[config.mk]
export PLATFORM = sky130hd
export DESIGN_NAME = alu_ctrl_pipe_flat
export DESIGN_NICKNAME = d
export VERILOG_FILES = /design/src/rtl/alu_ctrl_pipe_if.sv /design/src/rtl/alu_ctrl_pipe.sv /design/src/flat_wrapper.sv
export SDC_FILE = /design/constraint.sdc
export NUM_CORES = 1
export LEC_CHECK = 0
export CAP_MARGIN = 20
export CORE_MARGIN = 5
export CORE_UTILIZATION = 39
export DETAILED_ROUTE_END_ITERATION = 8
export MAX_ROUTING_LAYER = met4
export PLACE_DENSITY_LB_ADDON = 0.25
export SLEW_MARGIN = 15
export SYNTH_ARGS = -nofsm -noshare
export SYNTH_HDL_FRONTEND = slang
export SYNTH_SLANG_ARGS = --single-unit
[constraint.sdc]
create_clock -name Clk -period 1.9 [get_ports Clk]
set_input_delay 0.475 -clock Clk [delete_from_list [all_inputs] [get_ports Clk]]
set_output_delay 0.475 -clock Clk [all_outputs]
set_load 0.01 [all_outputs]
[src/rtl/alu_ctrl_pipe_if.sv]
// ID/EX control bus between the instruction decode stage and alu_ctrl_pipe.
interface alu_ctrl_pipe_if #(
  parameter int CTRL_W = 6
);
  logic [5:0]        OP;
  logic [5:0]        Func;
  logic              in_valid;
  logic              stall_in;
  logic              flush;
  logic [CTRL_W-1:0] ALUControl_q;
  logic              out_valid;
  logic              mul_busy;
  logic              stall_req;

  // Upstream side: presents the instruction and observes the registered control word
  modport master (
    output OP, Func, in_valid, stall_in, flush,
    input  ALUControl_q, out_valid, mul_busy, stall_req
  );

  // Decoder side
  modport slave (
    input  OP, Func, in_valid, stall_in, flush,
    output ALUControl_q, out_valid, mul_busy, stall_req
  );
endinterface

[src/rtl/alu_ctrl_pipe.sv]
// alu_ctrl_pipe: decodes OP/Func into an ALU control word, registers it into
// the ID/EX boundary and stalls HI/LO users while a multiply is in flight.
module alu_ctrl_pipe #(
  parameter int CTRL_W  = 6,
  parameter int MUL_LAT = 4,
  parameter int CNT_W   = $clog2(MUL_LAT + 1)
) (
  input  logic           Clk,
  input  logic           Rst,
  alu_ctrl_pipe_if.slave bus
);

  logic [5:0]        w_dec;
  logic              w_mul_op;
  logic              w_hilo_mv;
  logic              w_hilo_op;
  logic              w_stall_req;
  logic              w_accept;
  logic              w_busy;
  logic [CTRL_W-1:0] r_ctrl_q;
  logic              r_valid_q;
  logic [CNT_W-1:0]  r_cnt;

  // Combinational decode of OP/Func plus multiply and HI/LO classification
  always_comb begin
    w_dec     = 6'b000000;
    w_mul_op  = 1'b0;
    w_hilo_mv = 1'b0;
    case (bus.OP)
      6'b000000: begin
        case (bus.Func)
          6'b100000: w_dec = 6'b000001;                          // add
          6'b100001: w_dec = 6'b100011;                          // addu
          6'b100010: w_dec = 6'b000011;                          // sub
          6'b100100: w_dec = 6'b000101;                          // and
          6'b100101: w_dec = 6'b000111;                          // or
          6'b100111: w_dec = 6'b001001;                          // nor
          6'b100110: w_dec = 6'b001011;                          // xor
          6'b101010: w_dec = 6'b001101;                          // slt
          6'b101011: w_dec = 6'b100001;                          // sltu
          6'b011000: begin w_dec = 6'b001111; w_mul_op = 1'b1; end   // mult
          6'b011001: begin w_dec = 6'b010001; w_mul_op = 1'b1; end   // multu
          6'b001011: w_dec = 6'b010011;                          // movn
          6'b001010: w_dec = 6'b010101;                          // movz
          6'b000000, 6'b000100: w_dec = 6'b010111;               // sll / sllv
          6'b000010: w_dec = 6'b011001;                          // srl
          6'b000110: w_dec = 6'b011011;                          // srlv
          6'b000011, 6'b000111: w_dec = 6'b011101;               // sra / srav
          6'b010001: begin w_dec = 6'b111000; w_hilo_mv = 1'b1; end  // mthi
          6'b010011: begin w_dec = 6'b111001; w_hilo_mv = 1'b1; end  // mtlo
          6'b010000: begin w_dec = 6'b101010; w_hilo_mv = 1'b1; end  // mfhi
          6'b010010: begin w_dec = 6'b100010; w_hilo_mv = 1'b1; end  // mflo
          default:   w_dec = 6'b000000;
        endcase
      end
      6'b100011, 6'b101011, 6'b100000, 6'b100001,
      6'b101000, 6'b101001, 6'b001000: w_dec = 6'b000001;        // loads/stores, addi
      6'b001001: w_dec = 6'b100011;                              // addiu
      6'b001111: w_dec = 6'b000010;                              // lui
      6'b000001: w_dec = 6'b110000;                              // REGIMM
      6'b000100: w_dec = 6'b110001;                              // beq
      6'b000101: w_dec = 6'b110010;                              // bne
      6'b000111: w_dec = 6'b110011;                              // bgtz
      6'b000110: w_dec = 6'b110100;                              // blez
      6'b001101: w_dec = 6'b100111;                              // ori
      6'b001110: w_dec = 6'b111010;                              // xori
      6'b001100: w_dec = 6'b111011;                              // andi
      6'b001010: w_dec = 6'b001101;                              // slti
      6'b001011: w_dec = 6'b100001;                              // sltiu
      6'b011111: w_dec = 6'b011111;                              // SPECIAL3
      6'b011100: begin                                           // SPECIAL2
        if (bus.Func == 6'b000000 || bus.Func == 6'b000010 || bus.Func == 6'b000100) begin
          w_dec    = 6'b001111;                                  // madd / mul / msub
          w_mul_op = 1'b1;
        end
      end
      default: w_dec = 6'b000000;
    endcase
  end

  // Any multiply also touches HI/LO, so it must wait for a running one
  assign w_hilo_op   = w_hilo_mv | w_mul_op;
  assign w_busy      = (r_cnt != '0);
  assign w_stall_req = bus.in_valid & ~bus.flush & w_hilo_op & w_busy;
  assign w_accept    = bus.in_valid & ~bus.flush & ~w_stall_req & ~bus.stall_in;

  // ID/EX output register: downstream hold wins, then accept, otherwise a bubble
  always_ff @(posedge Clk or posedge Rst) begin
    if (Rst) begin
      r_ctrl_q  <= '0;
      r_valid_q <= 1'b0;
    end else if (bus.stall_in) begin
      r_ctrl_q  <= r_ctrl_q;
      r_valid_q <= r_valid_q;
    end else if (w_accept) begin
      r_ctrl_q  <= CTRL_W'(w_dec);
      r_valid_q <= 1'b1;
    end else begin
      r_ctrl_q  <= '0;
      r_valid_q <= 1'b0;
    end
  end

  // Multiplier busy counter: loads on an accepted multiply and free-runs down,
  // ignoring stall_in and flush; with MUL_LAT=1 the load value is 0
  always_ff @(posedge Clk or posedge Rst) begin
    if (Rst) begin
      r_cnt <= '0;
    end else if (w_accept && w_mul_op) begin
      r_cnt <= CNT_W'(MUL_LAT - 1);
    end else if (w_busy) begin
      r_cnt <= r_cnt - CNT_W'(1);
    end
  end

  assign bus.ALUControl_q = r_ctrl_q;
  assign bus.out_valid    = r_valid_q;
  assign bus.mul_busy     = w_busy;
  assign bus.stall_req    = w_stall_req;

endmodule

[src/flat_wrapper.sv]
// flat-port wrapper written by rule: the top's interface ports become plain ports
module alu_ctrl_pipe_flat 
#(
  parameter int CTRL_W  = 6,
  parameter int MUL_LAT = 4,
  parameter int CNT_W   = $clog2(MUL_LAT + 1)
)
  (Clk, Rst, bus_OP, bus_Func, bus_in_valid, bus_stall_in, bus_flush, bus_ALUControl_q, bus_out_valid, bus_mul_busy, bus_stall_req);
  alu_ctrl_pipe_if #(.CTRL_W(CTRL_W)) bus_i ();
  input  logic Clk;
  input  logic Rst;
  input wire logic [$bits(bus_i.OP)-1:0] bus_OP;
  input wire logic [$bits(bus_i.Func)-1:0] bus_Func;
  input wire logic [$bits(bus_i.in_valid)-1:0] bus_in_valid;
  input wire logic [$bits(bus_i.stall_in)-1:0] bus_stall_in;
  input wire logic [$bits(bus_i.flush)-1:0] bus_flush;
  output wire logic [$bits(bus_i.ALUControl_q)-1:0] bus_ALUControl_q;
  output wire logic [$bits(bus_i.out_valid)-1:0] bus_out_valid;
  output wire logic [$bits(bus_i.mul_busy)-1:0] bus_mul_busy;
  output wire logic [$bits(bus_i.stall_req)-1:0] bus_stall_req;
  assign bus_i.OP = bus_OP;
  assign bus_i.Func = bus_Func;
  assign bus_i.in_valid = bus_in_valid;
  assign bus_i.stall_in = bus_stall_in;
  assign bus_i.flush = bus_flush;
  assign bus_ALUControl_q = bus_i.ALUControl_q;
  assign bus_out_valid = bus_i.out_valid;
  assign bus_mul_busy = bus_i.mul_busy;
  assign bus_stall_req = bus_i.stall_req;
  alu_ctrl_pipe #(.CTRL_W(CTRL_W), .MUL_LAT(MUL_LAT), .CNT_W(CNT_W)) u_core (.Clk(Clk), .Rst(Rst), .bus(bus_i));
endmodule
# After elaboration in Yosys (flattened, before gate mapping)
# Index checks and enable logic that the tools add are counted.
[word_totals]
ff_bits = 10
input_bits = 17
output_inout_bits = 9
[op_classes]
add_sub_neg = 1
eq_ne = 43
mux = 12
bitwise_logic = 9
reduce_logical = 12
[op_table]
columns = ["cell", "n"]
rows = [
  ["$pmux 6 s21", 1],
  ["$pmux 6 s16", 1],
  ["$eq 6x6->1 const B", 15],
  ["$eq 6x4->1 const B", 10],
  ["$eq 6x5->1 const B", 8],
  ["$eq 6x3->1 const B", 7],
  ["$eq 6x2->1 const B", 2],
  ["$logic_not 6->1", 2],
  ["$reduce_or 7->1", 1],
  ["$eq 6x1->1 const B", 1],
  ["$mux 3", 2],
  ["$mux 6", 1],
  ["$reduce_or 2->1", 3],
  ["$and 1x1->1", 5],
  ["$mux 1", 5],
  ["$mux 4", 1],
  ["$reduce_or 4->1", 1],
  ["$not 1->1", 3],
  ["$reduce_bool 3->1", 1],
  ["$sub 3x1->3 const B", 1],
  ["$logic_or 1x1->1", 2],
  ["$pmux 1 s2", 1],
  ["$reduce_bool 2->1", 1],
  ["$logic_and 1x1->1", 1],
  ["$or 1x1->1", 1],
]

# Longest topological paths before layout
[depth]
ltp_word = 13
depth_mapped = 8
mapped_depth_nobuf = 6

# Worst setup path after synthesis
# No wires, ideal clock.
[synth_path]
path_kind = "input -> output"
start = "input port bus_Func[3]"
end = "output port bus_stall_req"
arrival_time_ns = 1.539
t_required_ns = 1.425
path_slack_ns = -0.114
cell_stages = 4
path_cell_list = "buf_2 nor2_1 nand4b_1 a211oi_1"
[synth_via]
elab_chain_cells = 8
word_cells_on_any_way = 21
classes_between = "eq/ne: 8; mux: 5; bitwise: 3; reduce/logical: 5"
[synth_lines]
columns = ["item", "line_no", "rtl"]
rows = [
  ["start: declaration", "flat_wrapper.sv:13", "input wire logic [$bits(bus_i.Func)-1:0] bus_Func;"],
  ["$eq 6x2->1 / $logic_not 6->1 (equally long branches)", "alu_ctrl_pipe.sv:72", "if (bus.Func == 6'b000000 || bus.Func == 6'b000010 || bus.Func == 6'b000100) begin"],
  ["$logic_or 1x1->1 (2 in a row)", "alu_ctrl_pipe.sv:72", ""],
  ["$mux 1", "alu_ctrl_pipe.sv:72", ""],
  ["$pmux 1 s2", "alu_ctrl_pipe.sv:29", "case (bus.OP)"],
  ["$or 1x1->1 (*)", "alu_ctrl_pipe.sv:82", "assign w_hilo_op = w_hilo_mv | w_mul_op;"],
  ["$and 1x1->1 (*) (2 in a row)", "alu_ctrl_pipe.sv:84", "assign w_stall_req = bus.in_valid & ~bus.flush & w_hilo_op & w_busy;"],
  ["end: declaration", "flat_wrapper.sv:20", "output wire logic [$bits(bus_i.stall_req)-1:0] bus_stall_req;"],
]
# Mark *: on every way between the ends. The rest lies on a longest branch, timed or not.

# Worst setup path in the final report
[layout_path]
start = "input port bus_OP[5]"
end = "output port bus_stall_req"
[layout_via]
elab_chain_cells = 5
word_cells_on_any_way = 7
classes_between = "eq/ne: 1; mux: 2; bitwise: 3; reduce/logical: 1"
[layout_lines]
columns = ["item", "line_no", "rtl"]
rows = [
  ["start: declaration", "flat_wrapper.sv:12", "input wire logic [$bits(bus_i.OP)-1:0] bus_OP;"],
  ["$eq 6x5->1 / $logic_not 6->1 (equally long branches)", "alu_ctrl_pipe.sv:29", ""],
  ["$pmux 1 s2 / $mux 1 (equally long branches)", "alu_ctrl_pipe.sv:29", ""],
  ["$or 1x1->1 (*)", "alu_ctrl_pipe.sv:82", ""],
  ["$and 1x1->1 (*) (2 in a row)", "alu_ctrl_pipe.sv:84", ""],
]
# Marks and branches as above.

==> qor.yml <==
status:
  status: "finished with violations"
  violations: "setup timing"
setup_path:
  startpoint_type: "input port"
  crit_chain: "buf_6 > nand4b_1 > nand4b_1 > a211oi_2 > buf_2"
  cp_slowest_cell: "nand4b_1"
  critical_path_arrival_ns: 1.47
  cp.required_ns: 1.42
  path_buf_inv: 2
  max_stage_delay_ns: 0.29
  worst-path-max-fanout: 3
  crit_path_frequent_cell: "nand4b_1"
  end_kind: "primary output"
  cp_top_family: "simple AND/OR/NAND/NOR gates"
  path_class: "input port to primary output"
  cp_num_cells: 5
  ff2ff_path_depth: 8
cts:
  htree_levels: 1
  cts_tree: "yes"
  path_clk_slew_ns: 0.08
  cts_buffers: 3
  holdBufCountCts: 0
  cts_root_buffer: "clkbuf_4"
  clockBufferDepth: 2
  clk-insertion-delay-late_ns: 0.26
  clkSinkCount: 10
finish:
  num_antenna_cells: 0
  syn2layout_area_growth_pct: 68.5
  drive_gt1_share_pct: 41.2
  nets: 253
  final_cells: 264
  final_cell_mix: "buf_4, o21ai_0, buf_6, nand2_1, a21oi_1"
  layout_commonest_cell: "buf_4"
  fillers: 224
route:
  drt-pass1-iter-count: 4
  drc: 0
  routedWlPerCell_um: 17.8
  wl_um: 4690
  num_vias: 1599
  drtAntennaViolNets: 0
  vias_per_cell: 6.06
  drt_iter0_drc: 93
synthesis:
  synth_cell_types: 47
  synth_compound_area_share_pct: 35.0
  yosys-mux-area-fraction_pct: 1.71
  netlist_top_cells_area: "dfrtp_1, o21ai_0, a21oi_1, nand2_1, a211oi_1"
  ys_seq_area_share_pct: 21.3
  syn_inst: 164
  syn_nets: 183
  yosysWarningCount: 0
  yosys.area.top_type_share_pct: 21.3
  async_flop_share_pct: 100
  synth_edf_count: 0
  synthSimpleGateAreaFrac_pct: 27.9
  synth_flop_cell: "dfrtp_1"
  synth_top_cell_by_area: "dfrtp_1"
  synth_top_family_by_area: "compound AO/OA/AOI/OAI gates"
  ys_ff_latch: 10
  avgSynthCellArea_um2: 7.15
  synth_area_um2: 1170
  synthAdderAreaFrac_pct: 2.13
  synth-xor-area-share_pct: 2.24
grt:
  grt_pass1_wl_um: 7180
  track_usage_pct: 22.2
  antenna_found_initial: 0
  grt_max_degree: 17
  grt_pass1_vias: 1550
  grt_overflow: 0
timing:
  max_slew_margin_pct: 74.2
  period_needed_ns: 1.94
  max_freq_mhz: 515
  fin_ws_ns: -0.0421
  tightest_slew_ns: 0.387
  setup_viol_count_final: 1
  rsz0062_at_grt: "true"
  period_share_pct: 102
  slew_viol_final: 0
  finalSetupTns_ns: -0.0421
  finalHoldViolCount: 0
  skew_ns: 0.00648
placed_design:
  numPortBuffers: 25
  gp_congestion: 0.940
  dp_hpwl_um: 2820
  dpl.cell_count: 235
min_path:
  hp-class: "input port to async pin"
floorplanning:
  dieWidth_um: 64.8
  placementRows: 19
  die_height_um: 64.8
  die_area_um2: 4200
  core_um2: 2830
  io_pins: 26
  initial_utilization_pct: 41.4
pwr:
  p_per_area_nw_per_um2: 517
  power.leakage_uw: 0.000839
  peakVddDrop_mv: 0.224
flow_run:
  cap_violations: 0
[worst register-to-register path: cells and delay by family, from the launching register on]
kind            cells  cell delay, ns
fa+ha+maj           2            0.35
simple gates        2            0.46
flops               1            0.36
compound gates      1            0.14
buf+inv             3            0.36
[area by class of cell]
type | count | area, µm² | area share (%)
sequential | 10 | 250 | 12.7
multi-input combinational | 128 | 941 | 47.6
clock buffer | 4 | 36.3 | 1.84
inverter | 10 | 37.5 | 1.90
tap | 31 | 38.8 | 1.96
timing repair buffer | 81 | 672 | 34.0
[worst paths after layout]
kind / start / endpoint / slack [ns]
max: bus_OP[5] / bus_stall_req / -0.04
min: Rst / u_core.bus.out_valid$_DFFE_PP0N_ / 0.48
max reg2reg: u_core.r_cnt[1]$_DFFE_PP0P_ / u_core.bus.ALUControl_q[2]$_DFFE_PP0N_ / 0.14
min reg2reg: u_core.bus.ALUControl_q[0]$_DFFE_PP0N_ / u_core.bus.ALUControl_q[0]$_DFFE_PP0N_ / 0.49
max in group asynchronous: Rst / u_core.r_cnt[2]$_DFFE_PP0P_ / 1.13
min in group Clk: u_core.bus.ALUControl_q[0]$_DFFE_PP0N_ / u_core.bus.ALUControl_q[0]$_DFFE_PP0N_ / 0.49
[cells by family (layout without fill, tap and decap cells)]
logic type / Yosys count / after routing
mux: 2 / 2
compound gates: 62 / 62
fa+ha+maj: 2 / 2
flops: 10 / 10
xor+xnor: 3 / 3
simple gates: 59 / 59
buf+inv: 26 / 95
[metrics by stage]
stage               power (µW)  instance area (µm²)  hold slack (ns)  setup slack, ns  utilization, %
global placement           684                 1620            0.467           -0.827            57.4
global route              1090                 1980            0.527          -0.0745            69.8
detailed placement         714                 1620            0.480           -0.831            57.4
CTS                        940                 1900            0.496           -0.149            67.1
floorplan                  538                 1180            0.315          -0.0453               -
finish                    1020                 1980            0.484          -0.0421            69.8
[timing repair]
item                       4_1_cts  5_1_grt
cloned                           0        0
gates resized for setup         46       43
setup buffers                   21        4
setup endpoints to repair       11       11
pin swaps                       17        8
[cell usage after synthesis, types with 2 or more instances]
cell,count
o21ai_0,15
nand2_1,14
a21oi_1,13
clkbuf_1,10
dfrtp_1,10
inv_1,10
nor2_1,10
a211oi_1,5
nand2b_1,5
o21ai_1,5
buf_2,4
nor3_1,4
nor3b_1,4
a211o_1,3
a31oi_1,3
nand3_1,3
nor2b_1,3
xor2_1,3
a21o_1,2
a221oi_1,2
a32oi_1,2
and3_1,2
ha_1,2
mux2i_1,2
nand3b_1,2
nand4b_1,2
o211ai_1,2
or2_2,2
or3_1,2
[flip-flops by register name, summed over array words and instances, names as in the netlist]
register and cells:
u_core.bus.ALUControl_q 6, u_core.r_cnt 3, u_core.bus.out_valid 1
[where the power goes]
part	switching [µW]	internal, µW
registers	12.1	251
clock network	78.0	116
logic	278	287
total	368	654
[layer usage]
layer	vias to the layer above	GRT usage [%]	routed length, µm
met5	-	-	0
met4	0	10.0	267
met3	30	1.90	311
met1	733	23.0	1640
li1	738	-	-
met2	98	42.3	2470
No activity file was read; power rests on OpenSTA's default activity.
